### config.mk
export PLATFORM = sky130hd
export DESIGN_NAME = serial_subtractor
export DESIGN_NICKNAME = d
export VERILOG_FILES = /design/src/rtl/sub_pkg.sv /design/src/rtl/full_sub.sv /design/src/rtl/serial_subtractor.sv
export SDC_FILE = /design/constraint.sdc
export NUM_CORES = 1
export LEC_CHECK = 0
export ABC_CLOCK_PERIOD_IN_PS = 3000
export CORE_ASPECT_RATIO = 0.7
export CORE_MARGIN = 5
export CORE_UTILIZATION = 35
export CTS_BUF_LIST = sky130_fd_sc_hd__clkbuf_8
export DETAILED_ROUTE_END_ITERATION = 16
export GPL_ROUTABILITY_DRIVEN = 0
export MAX_ROUTING_LAYER = met4
export PLACE_DENSITY = 0.63
export SETUP_SLACK_MARGIN = 0.5
export SYNTH_ARGS = -nofsm -noshare
export SYNTH_HDL_FRONTEND = slang
export SYNTH_SLANG_ARGS = --single-unit
export TNS_END_PERCENT = 10
### constraint.sdc
create_clock -name clk -period 3 [get_ports clk]
set_input_delay 0.6 -clock clk [delete_from_list [all_inputs] [get_ports clk]]
set_output_delay 0.6 -clock clk [all_outputs]
set_load 0.02 [all_outputs]
### src/rtl/sub_pkg.sv
// sub_pkg: shared state encoding, default sizing and cycle-count helper for serial_subtractor
package sub_pkg;
  typedef enum logic [1:0] {IDLE, BUSY, DONE} state_t;
  localparam int DEF_WIDTH = 16;
  localparam int DEF_DIGIT = 1;
  function automatic int cycles(input int w, input int dg);
    return w / dg;
  endfunction
endpackage

### src/rtl/full_sub.sv
// full_sub: single-bit full subtractor
// Ports: a minuend bit, b subtrahend bit, bin borrow in; diff difference bit, bout borrow out
module full_sub (
  input  logic a,
  input  logic b,
  input  logic bin,
  output logic diff,
  output logic bout
);
  assign diff = a ^ b ^ bin;
  assign bout = (~a & b) | (~(a ^ b) & bin);
endmodule

### src/rtl/serial_subtractor.sv
// serial_subtractor: multi-cycle ripple-borrow subtractor, d = {borrow, a - b}, DIGIT bits per cycle
// Ports: clk, rst (async, active-high); in_valid/in_ready + a/b operand handshake;
//        out_valid/out_ready + d result handshake; busy high while computing.
// Build option: APPROX_LSB_EN makes the low APPROX_BITS result bits a plain XOR with no borrow.
module serial_subtractor
  import sub_pkg::*;
#(
  parameter int WIDTH       = DEF_WIDTH,
  parameter int DIGIT       = DEF_DIGIT,
  parameter int APPROX_BITS = 4
) (
  input  logic             clk,
  input  logic             rst,
  input  logic             in_valid,
  output logic             in_ready,
  input  logic [WIDTH-1:0] a,
  input  logic [WIDTH-1:0] b,
  output logic             out_valid,
  input  logic             out_ready,
  output logic [WIDTH:0]   d,
  output logic             busy
);
  localparam int N  = cycles(WIDTH, DIGIT);
  localparam int CW = $clog2(N + 1);
  state_t           state_q, state_d;
  logic [WIDTH-1:0] a_q, a_d, b_q, b_d;
  logic [WIDTH:0]   d_q, d_d;
  logic             bor_q, bor_d;
  logic [CW-1:0]    cnt_q, cnt_d;
  logic [DIGIT:0]   chain;
  logic [DIGIT-1:0] exact_diff, dig_diff;
  logic             approx;
`ifdef APPROX_LSB_EN
  assign approx = 32'(cnt_q) < APPROX_BITS / DIGIT;
`else
  assign approx = 1'b0;
`endif
  // approximate digits neither consume nor produce a borrow, so the cut above them starts clean
  assign chain[0] = bor_q & ~approx;
  for (genvar i = 0; i < DIGIT; i++) begin : g_cell
    full_sub u_cell (
      .a   (a_q[i]),
      .b   (b_q[i]),
      .bin (chain[i]),
      .diff(exact_diff[i]),
      .bout(chain[i+1])
    );
  end
  assign dig_diff  = approx ? a_q[DIGIT-1:0] ^ b_q[DIGIT-1:0] : exact_diff;
  assign in_ready  = state_q == IDLE;
  assign busy      = state_q == BUSY;
  assign out_valid = state_q == DONE;
  assign d         = d_q;
  always_comb begin
    state_d = state_q;
    a_d     = a_q;
    b_d     = b_q;
    d_d     = d_q;
    bor_d   = bor_q;
    cnt_d   = cnt_q;
    case (state_q)
      IDLE: if (in_valid) begin
        a_d     = a;
        b_d     = b;
        bor_d   = 1'b0;
        cnt_d   = '0;
        state_d = BUSY;
      end
      // after the last digit one extra cycle places the final borrow as the sign bit
      BUSY: if (cnt_q == CW'(N)) begin
        d_d[WIDTH] = bor_q;
        state_d    = DONE;
      end else begin
        a_d              = a_q >> DIGIT;
        b_d              = b_q >> DIGIT;
        d_d[WIDTH-1:0]   = (d_q[WIDTH-1:0] >> DIGIT) | (WIDTH'(dig_diff) << (WIDTH - DIGIT));
        bor_d            = chain[DIGIT] & ~approx;
        cnt_d            = cnt_q + CW'(1);
      end
      DONE: state_d = out_ready ? IDLE : DONE;
      default: state_d = IDLE;
    endcase
  end
  always_ff @(posedge clk or posedge rst) begin
    if (rst) begin
      state_q <= IDLE;
      a_q     <= '0;
      b_q     <= '0;
      d_q     <= '0;
      bor_q   <= 1'b0;
      cnt_q   <= '0;
    end else begin
      state_q <= state_d;
      a_q     <= a_d;
      b_q     <= b_d;
      d_q     <= d_d;
      bor_q   <= bor_d;
      cnt_q   <= cnt_d;
    end
  end
endmodule

Word level (Yosys, flattened, before mapping)

Index checks and enable logic that the tools add are counted.

Bits in registers: 57
Logic and storage cells: 45

Add/sub/neg operators: 1
Eq/ne operators: 6
Multiplexer cells: 16
Bitwise gates (word level): 9
Reductions and logical operators: 6

Operator list:

| kind                                                   | count |
|---|---|
| two-way mux 16 bit                                     | 4 |
| case mux 16 bit (2 select lines)                       | 2 |
| bitwise OR 15 x 16 -> 16 bit                           | 1 |
| two-way mux 5 bit                                      | 2 |
| case mux 5 bit (2 select lines)                        | 1 |
| two-way mux 2 bit                                      | 3 |
| case mux 2 bit (3 select lines)                        | 1 |
| AND reduction 2 bit                                    | 3 |
| adder 5 x 1 -> 5 bit (second input constant)           | 1 |
| == test 5 bit (second input constant)                  | 1 |
| inequality test 2 bit (second input constant)          | 2 |
| inverter 1 bit                                         | 3 |
| AND reduction 3 bit                                    | 1 |
| bitwise AND 1 bit                                      | 2 |
| == test 2 x 1 -> 1 bit (second input constant)         | 1 |
| == test 2 bit (second input constant)                  | 1 |
| logical NOT 2 bit                                      | 1 |
| two-way mux 1 bit                                      | 2 |
| inequality test 2 x 1 -> 1 bit (second input constant) | 1 |
| case mux 1 bit (2 select lines)                        | 1 |
| nonzero test 2 bit                                     | 1 |
| XOR 1 bit                                              | 2 |
| bitwise OR 1 bit                                       | 1 |

Longest topological paths before layout

Gate-level depths: netlist of run 1.

Depth after elaboration: 6
Depth in mapped cells: 6
Gate-level depth less buffers: 5

Cells and area by module

A second synthesis of run 1 with hierarchy kept.

Cells, all modules: 192
Area total of the unflattened synthesis: 2526.2 um^2

By module, submodules not included:

| module            | times used | cells an instance | area each (um^2) |
|---|---|---|---|
| serial_subtractor | 1          | 188               | 2494.9 |
| full_sub          | 1          | 4                 | 31.3 |

Least setup slack after synthesis of run 1

No wires, ideal clock.

Path type: in2reg
Start: input port in_valid
End: register a_q[10]
Library setup time: 125 ps
Arrival time: 1682 ps
Data required time: 2875 ps
Path slack: 1193 ps
Cell stages on the path: 5
Path buffers: 2
Cells stage by stage: or3b_1 buf_6 o21ai_4 buf_12 mux2_4

Word-level cells in the longest chain between the ends: 2

RTL lines:

| element                         | line                    | source |
|---|---|---|
| from (decl)                     | serial_subtractor.sv:14 | `input logic in_valid,` |
| inequality test 2 bit (no line) | --                      |  |
| AND reduction 3 bit (no line)   | --                      |  |
| to (signal assigned)            | serial_subtractor.sv:87 | `a_q <= '0;` |
| to (signal assigned)            | serial_subtractor.sv:94 | `a_q <= a_d;` |
| to (decl)                       | serial_subtractor.sv:26 | `logic [WIDTH-1:0] a_q, a_d, b_q, b_d;` |

No other way between the ends.
A chain may end at the register's enable or synchronous reset.

Worst setup path after layout of run 1

Start: register state_q[1]
End: output port busy

Word-level cells in the longest chain between the ends: 1

RTL lines:

| element                | line                    | source |
|---|---|---|
| from (decl)            | serial_subtractor.sv:25 | `state_t state_q, state_d;` |
| from (signal assigned) | serial_subtractor.sv:93 | `state_q <= state_d;` |
| == test 2 x 1 -> 1 bit | serial_subtractor.sv:51 | `assign busy = state_q == BUSY;` |
| to (decl)              | serial_subtractor.sv:21 | `output logic busy` |

No other way between the ends.

==> impl_metrics.tcl, run 1 <==
set metrics [dict create \
    status "finished, final reports clean" \
    cts_sinks 57 \
    hpwl_um 3910 \
    drtIter0Drc 75 \
    clock_latency_ns 0.34 \
    peakVddDrop_mv 0.463 \
    drv_slew 0 \
    die_area_um2 10100 \
    grt_pass1_wl_um 9780 \
    yosys-top-cells-area "dfrtp_1 (50%), mux2_4 (20%), mux2_2 (14%)" \
    fillCellCount 739 \
    drtPass1Iterations 4 \
    crit_family "buffers and inverters" \
    setup_viol_count_final 0 \
    vias 1716 \
    die_w_um 118 \
    placed_area_um2 3480 \
    synth_top_area_cell "dfrtp_1" \
    syn_inst 192 \
    syn_area_per_cell_um2 14.9 \
    synth_cell_types 28 \
    wl_per_cell_um 15.8 \
    area_growth_pct 27.3 \
    nets 294 \
    hold_class "flop to flop" \
    grt_max_degree 36 \
    post_cts_buffers 0 \
    track_usage_pct 12.7 \
    yosys_warnings 0 \
    ctsResizeCount 0 \
    htree_levels 3 \
    cp_max_fo 4 \
    timing_hold_violations_final 0 \
    placeableCoreArea_um2 7940 \
    cp_cell_sequence "nand2b_1 -> inv_4 -> clkdlybuf4s50_1" \
    rsz0062_at_grt "no" \
    via_per_inst 4.79 \
    finalCriticalPeriod_ns 2.25 \
    ys.flop_type "dfrtp_1" \
    die_y_um 85.7 \
    cts_hold_buf 0 \
    overflow 0 \
    fin_cells 358 \
    routed_wl_um 5650 \
    cts_tree "built" \
    stdcell_area_um2 3650 \
    ys_seq_area_share_pct 49.7 \
    cp-start-kind "flop" \
    grt_pass1_vias 1884 \
    slew_headroom_pct 51.3 \
    synth-seq-cells 57 \
    synth_edf_count 0 \
    rows 27 \
    netlist_area_um2 2870 \
    maxCapViolCount 0 \
    hold_ws_ns 0.506 \
    ant_nets 0 \
    clkTransAtPathRegs_ns 0.06 \
    synthArstFlopShare_pct 100 \
    yosys.area.top_type_share_pct 49.7 \
    synth_nets 231 \
    required_ns 2.40 \
    worst_slew_pin_slew_ns 0.730 \
    drive_gt1_share_pct 38.1 \
    ios 56 \
    cts_max_path_buffers 2 \
    antenna_found_initial 0 \
    dp_cells 345 \
    synth_most_common_cell "dfrtp_1" \
    fin_util_pct 46.0 \
    port_buffers 55 \
    setup_tns_ns 0 \
    critPathArrivalTime_ns 1.65 \
    root_buffer "clkbuf_8" \
    p_per_area_nw_per_um2 1130 \
    crit_slowest_cell "clkdlybuf4s50_1" \
    fmax_ghz 0.444 \
    fin_skew_ns 0.00850 \
    endpoint_kind "output port" \
    initial_utilization_pct 36.1 \
    p_leak_uw 0.00169 \
    worst_path_largest_cell_delay_ns 0.60 \
    synth_commonest_cells "dfrtp_1 (57), mux2_4 (39), mux2_2 (35)" \
    crit_type "flop to output port" \
    cts_buffers 9 \
    drc 0 \
    cp_num_buf_inv 2 \
    antenna_cells 0 \
    period_share_pct 75.1 \
]
==> layout by cell type, fill, tap and decap left out, drive strengths merged, types with 2 or more instances in the layout <==
cell           synthesis  layout
nor2                   2       2
ha                     2       2
o21ai                  8       8
inv                    8       9
nand2                  9       9
o22ai                  2       2
mux2i                  2       2
clkdlybuf4s50          0      55
mux2                  74      74
nand3                  7       7
nand2b                 2       2
dfrtp                 57      57
buf                   10       7
clkbuf                 0      12
==> sequential cells by signal, summed over array words and instances, names as in the netlist <==
| signal | count |
|---|---|
| a_q | 16 |
| b_q | 16 |
| bor_q | 1 |
| cnt_q | 5 |
| d | 17 |
| state_q | 2 |
==> stage by stage <==
stage | power (uW) | setup slack, ns
floorplan | 3030 | 1.00
global placement | 3470 | 0.484
detailed placement | 3510 | 0.454
CTS | 4170 | 0.703
global route | 4400 | 0.643
finish | 4110 | 0.746
==> cell type report <==
| cell class | count | area [um^2] | area share (%) |
|---|---|---|---|
| Sequential cell | 57 | 1430 | 39.1 |
| Multi-Input combinational cell | 117 | 1280 | 35.1 |
| Timing Repair Buffer | 62 | 616 | 16.9 |
| Clock buffer | 12 | 165 | 4.53 |
| Tap cell | 101 | 126 | 3.46 |
| Inverter | 8 | 32.5 | 0.891 |
| Clock inverter | 1 | 3.75 | 0.103 |
==> where the power goes <==
| group | switching, uW | internal, uW | leakage, uW |
|---|---|---|---|
| clock | 278 | 350 | 0.0000916 |
| sequential | 239 | 1150 | 0.000697 |
| combinational | 808 | 1280 | 0.000898 |
==> kinds of logic (layout without fill, tap and decap cells) <==
| kind of cell | count (synthesis) | in the layout | synth area share (%) |
|---|---|---|---|
| fa+ha+maj | 3 | 3 | 1.57 |
| simple gates | 25 | 25 | 5.06 |
| compound gates | 12 | 12 | 2.84 |
| mux | 76 | 76 | 34.9 |
| flops | 57 | 57 | 49.7 |
| xor+xnor | 1 | 1 | 0.305 |
| buf+inv | 18 | 83 | 5.63 |
==> routing by layer <==
metal  part of all wire [%]  vias up  GRT usage [%]
met5                      0        -              -
met4                    1.4        0           4.69
met3                    6.4        9           5.93
met2                     43       46           17.5
met1                     49      860           16.1
li1                       -      801              -
==> path summary, 6_finish.rpt <==
check,startpoint,endpoint,slack (ns),depth (start not counted)
hold reg to reg,a_q[6],a_q[6],0.51,1
hold / removal,a_q[6],a_q[6],0.51,1
setup / recovery,state_q[1],busy,0.75,3
max in group asynchronous,rst,a_q[9],1.60,3
min in group asynchronous,rst,d[10],0.72,2
setup reg to reg,state_q[0],b_q[12],1.09,4
No activity file was read; power rests on OpenSTA's default activity.
==> inputs of run 2 (changes only) <==
--- a/config.mk
+++ b/config.mk
@@ -5,7 +5,7 @@
 export SDC_FILE = /design/constraint.sdc
 export NUM_CORES = 1
 export LEC_CHECK = 0
-export ABC_CLOCK_PERIOD_IN_PS = 3000
+export ABC_CLOCK_PERIOD_IN_PS = 2260
 export CORE_ASPECT_RATIO = 0.7
 export CORE_MARGIN = 5
 export CORE_UTILIZATION = 35
==> constraint.sdc (replaced) <==
create_clock -name clk -period 2.26 [get_ports clk]
set_input_delay 0.452 -clock clk [delete_from_list [all_inputs] [get_ports clk]]
set_output_delay 0.452 -clock clk [all_outputs]
set_load 0.02 [all_outputs]
==> impl_metrics.tcl, run 2 (same netlist as run 1, synthesis figures left out) <==
set metrics [dict create \
    status "finished, final reports clean" \
    crit_slowest_cell "clkdlybuf4s50_1" \
    cts_max_path_buffers 2 \
    fin_cells 366 \
    drtIter0Drc 98 \
    cp-start-kind "input port" \
    ant_nets 0 \
    timing_hold_violations_final 0 \
    drc 0 \
    fin_skew_ns 0.00626 \
    finalCriticalPeriod_ns 1.82 \
    die_y_um 85.7 \
    setup_tns_ns 0 \
    via_per_inst 4.66 \
    root_buffer "clkbuf_8" \
    ios 56 \
    grt_pass1_vias 1776 \
    area_growth_pct 32.8 \
    grt_max_degree 58 \
    worst_slew_pin_slew_ns 0.313 \
    die_area_um2 10100 \
    r2r-start "cnt_q[1]" \
    fmax_ghz 0.551 \
    hold_class "flop to flop" \
    die_w_um 118 \
    crit_type "input port to flop" \
    nets 299 \
    vias 1707 \
    startpoint "in_valid" \
    period_share_pct 80.4 \
    drive_gt1_share_pct 40.8 \
    grt_pass1_wl_um 9570 \
    clock_latency_ns 0.34 \
    drtPass1Iterations 3 \
    cp_max_fo 6 \
    track_usage_pct 12.5 \
    min_from "b_q[12]" \
    dp_cells 345 \
    fin_util_pct 48.0 \
    final_cell_mix "dfrtp_1 (57), clkdlybuf4s50_1 (51), mux2_4 (39)" \
    maxCapViolCount 0 \
    setup_viol_count_final 0 \
    initial_utilization_pct 36.1 \
    endpoint_kind "flop" \
    cts_sinks 57 \
    drv_slew 0 \
    placeableCoreArea_um2 7940 \
    antenna_cells 0 \
    antenna_found_initial 0 \
    cp_cell_sequence "clkdlybuf4s50_1 -> or3b_1 -> o21ai_4 -> clkbuf_16 -> mux2_4" \
    rows 27 \
    worst_path_largest_cell_delay_ns 0.47 \
    total_power_uw 5790 \
    dp_slack_ns 0.138 \
    largest_reg_flops 17 \
    setup_slack_ns 0.444 \
    layout_commonest_cell "dfrtp_1" \
    hpwl_um 3800 \
    routed_wl_um 5810 \
    required_ns 2.48 \
    port_buffers 55 \
    cts_buffers 9 \
    p_per_area_nw_per_um2 1520 \
    critPathArrivalTime_ns 2.04 \
    slew_headroom_pct 79.1 \
    clkTransAtPathRegs_ns 0.07 \
    overflow 0 \
    cts_hold_buf 0 \
    cts_tree "built" \
    peakVddDrop_mv 0.698 \
    htree_levels 3 \
    rsz0062_at_grt "yes" \
    wl_per_cell_um 15.9 \
    p_leak_uw 0.00178 \
]
==> run 2: area by class of cell <==
| cell class | instances | area (um^2) |
|---|---|---|
| Timing Repair Buffer | 67 | 727 |
| Clock inverter | 4 | 42.5 |
| Tap cell | 101 | 126 |
| Inverter | 8 | 36.3 |
| Multi-Input combinational cell | 117 | 1280 |
| Clock buffer | 12 | 165 |
| Fill cell | 699 | 4130 |
| Sequential cell | 57 | 1430 |
==> run 2: final timing paths <==
| path | to | slack, ns | cells after the start |
|---|---|---|---|
| min | b_q[12] | 0.50 | 1 |
| max | a_q[13] | 0.44 | 5 |
| min reg2reg | b_q[12] | 0.50 | 1 |
| min in group asynchronous | b_q[9] | 0.54 | 3 |
| max reg2reg | a_q[13] | 0.47 | 6 |
| max in group asynchronous | b_q[0] | 1.47 | 3 |
==> run 2: repair_timing <==
item	in CTS	in global routing
setup endpoints to repair	64	48
pin swaps	1	1
resized for setup	3	8
cloned	0	1
setup buffers	2	2
==> run 2: critical path, delay by kind of cell <==
| family | cells | cell delay, ns |
|---|---|---|
| AO/OA/AOI/OAI | 1 | 0.17 |
| multiplexers | 1 | 0.29 |
| AND/OR/NAND/NOR | 1 | 0.43 |
| buffers and inverters | 2 | 0.70 |
==> run 2: through the flow <==
stage / hold slack, ns / cell area (um^2)
after global routing: 0.515 / 3810
after floorplan: 0.475 / 2870
after global placement: 0.489 / 3520
after detailed placement: 0.493 / 3520
after CTS: 0.508 / 3750
final: 0.502 / 3810
==> run 2: routing by layer <==
layer	global-route usage [%]	share of wire, %
met1	17.4	52
met2	15.6	41
met3	5.87	5.3
met4	4.38	1.0
met5	-	0
==> run 2: where the power goes <==
part           leakage [uW]  switching, uW  internal, uW
clock network      0.000115            393           589
registers          0.000697            308          1520
logic              0.000967           1120          1850
total               0.00178           1830          3960
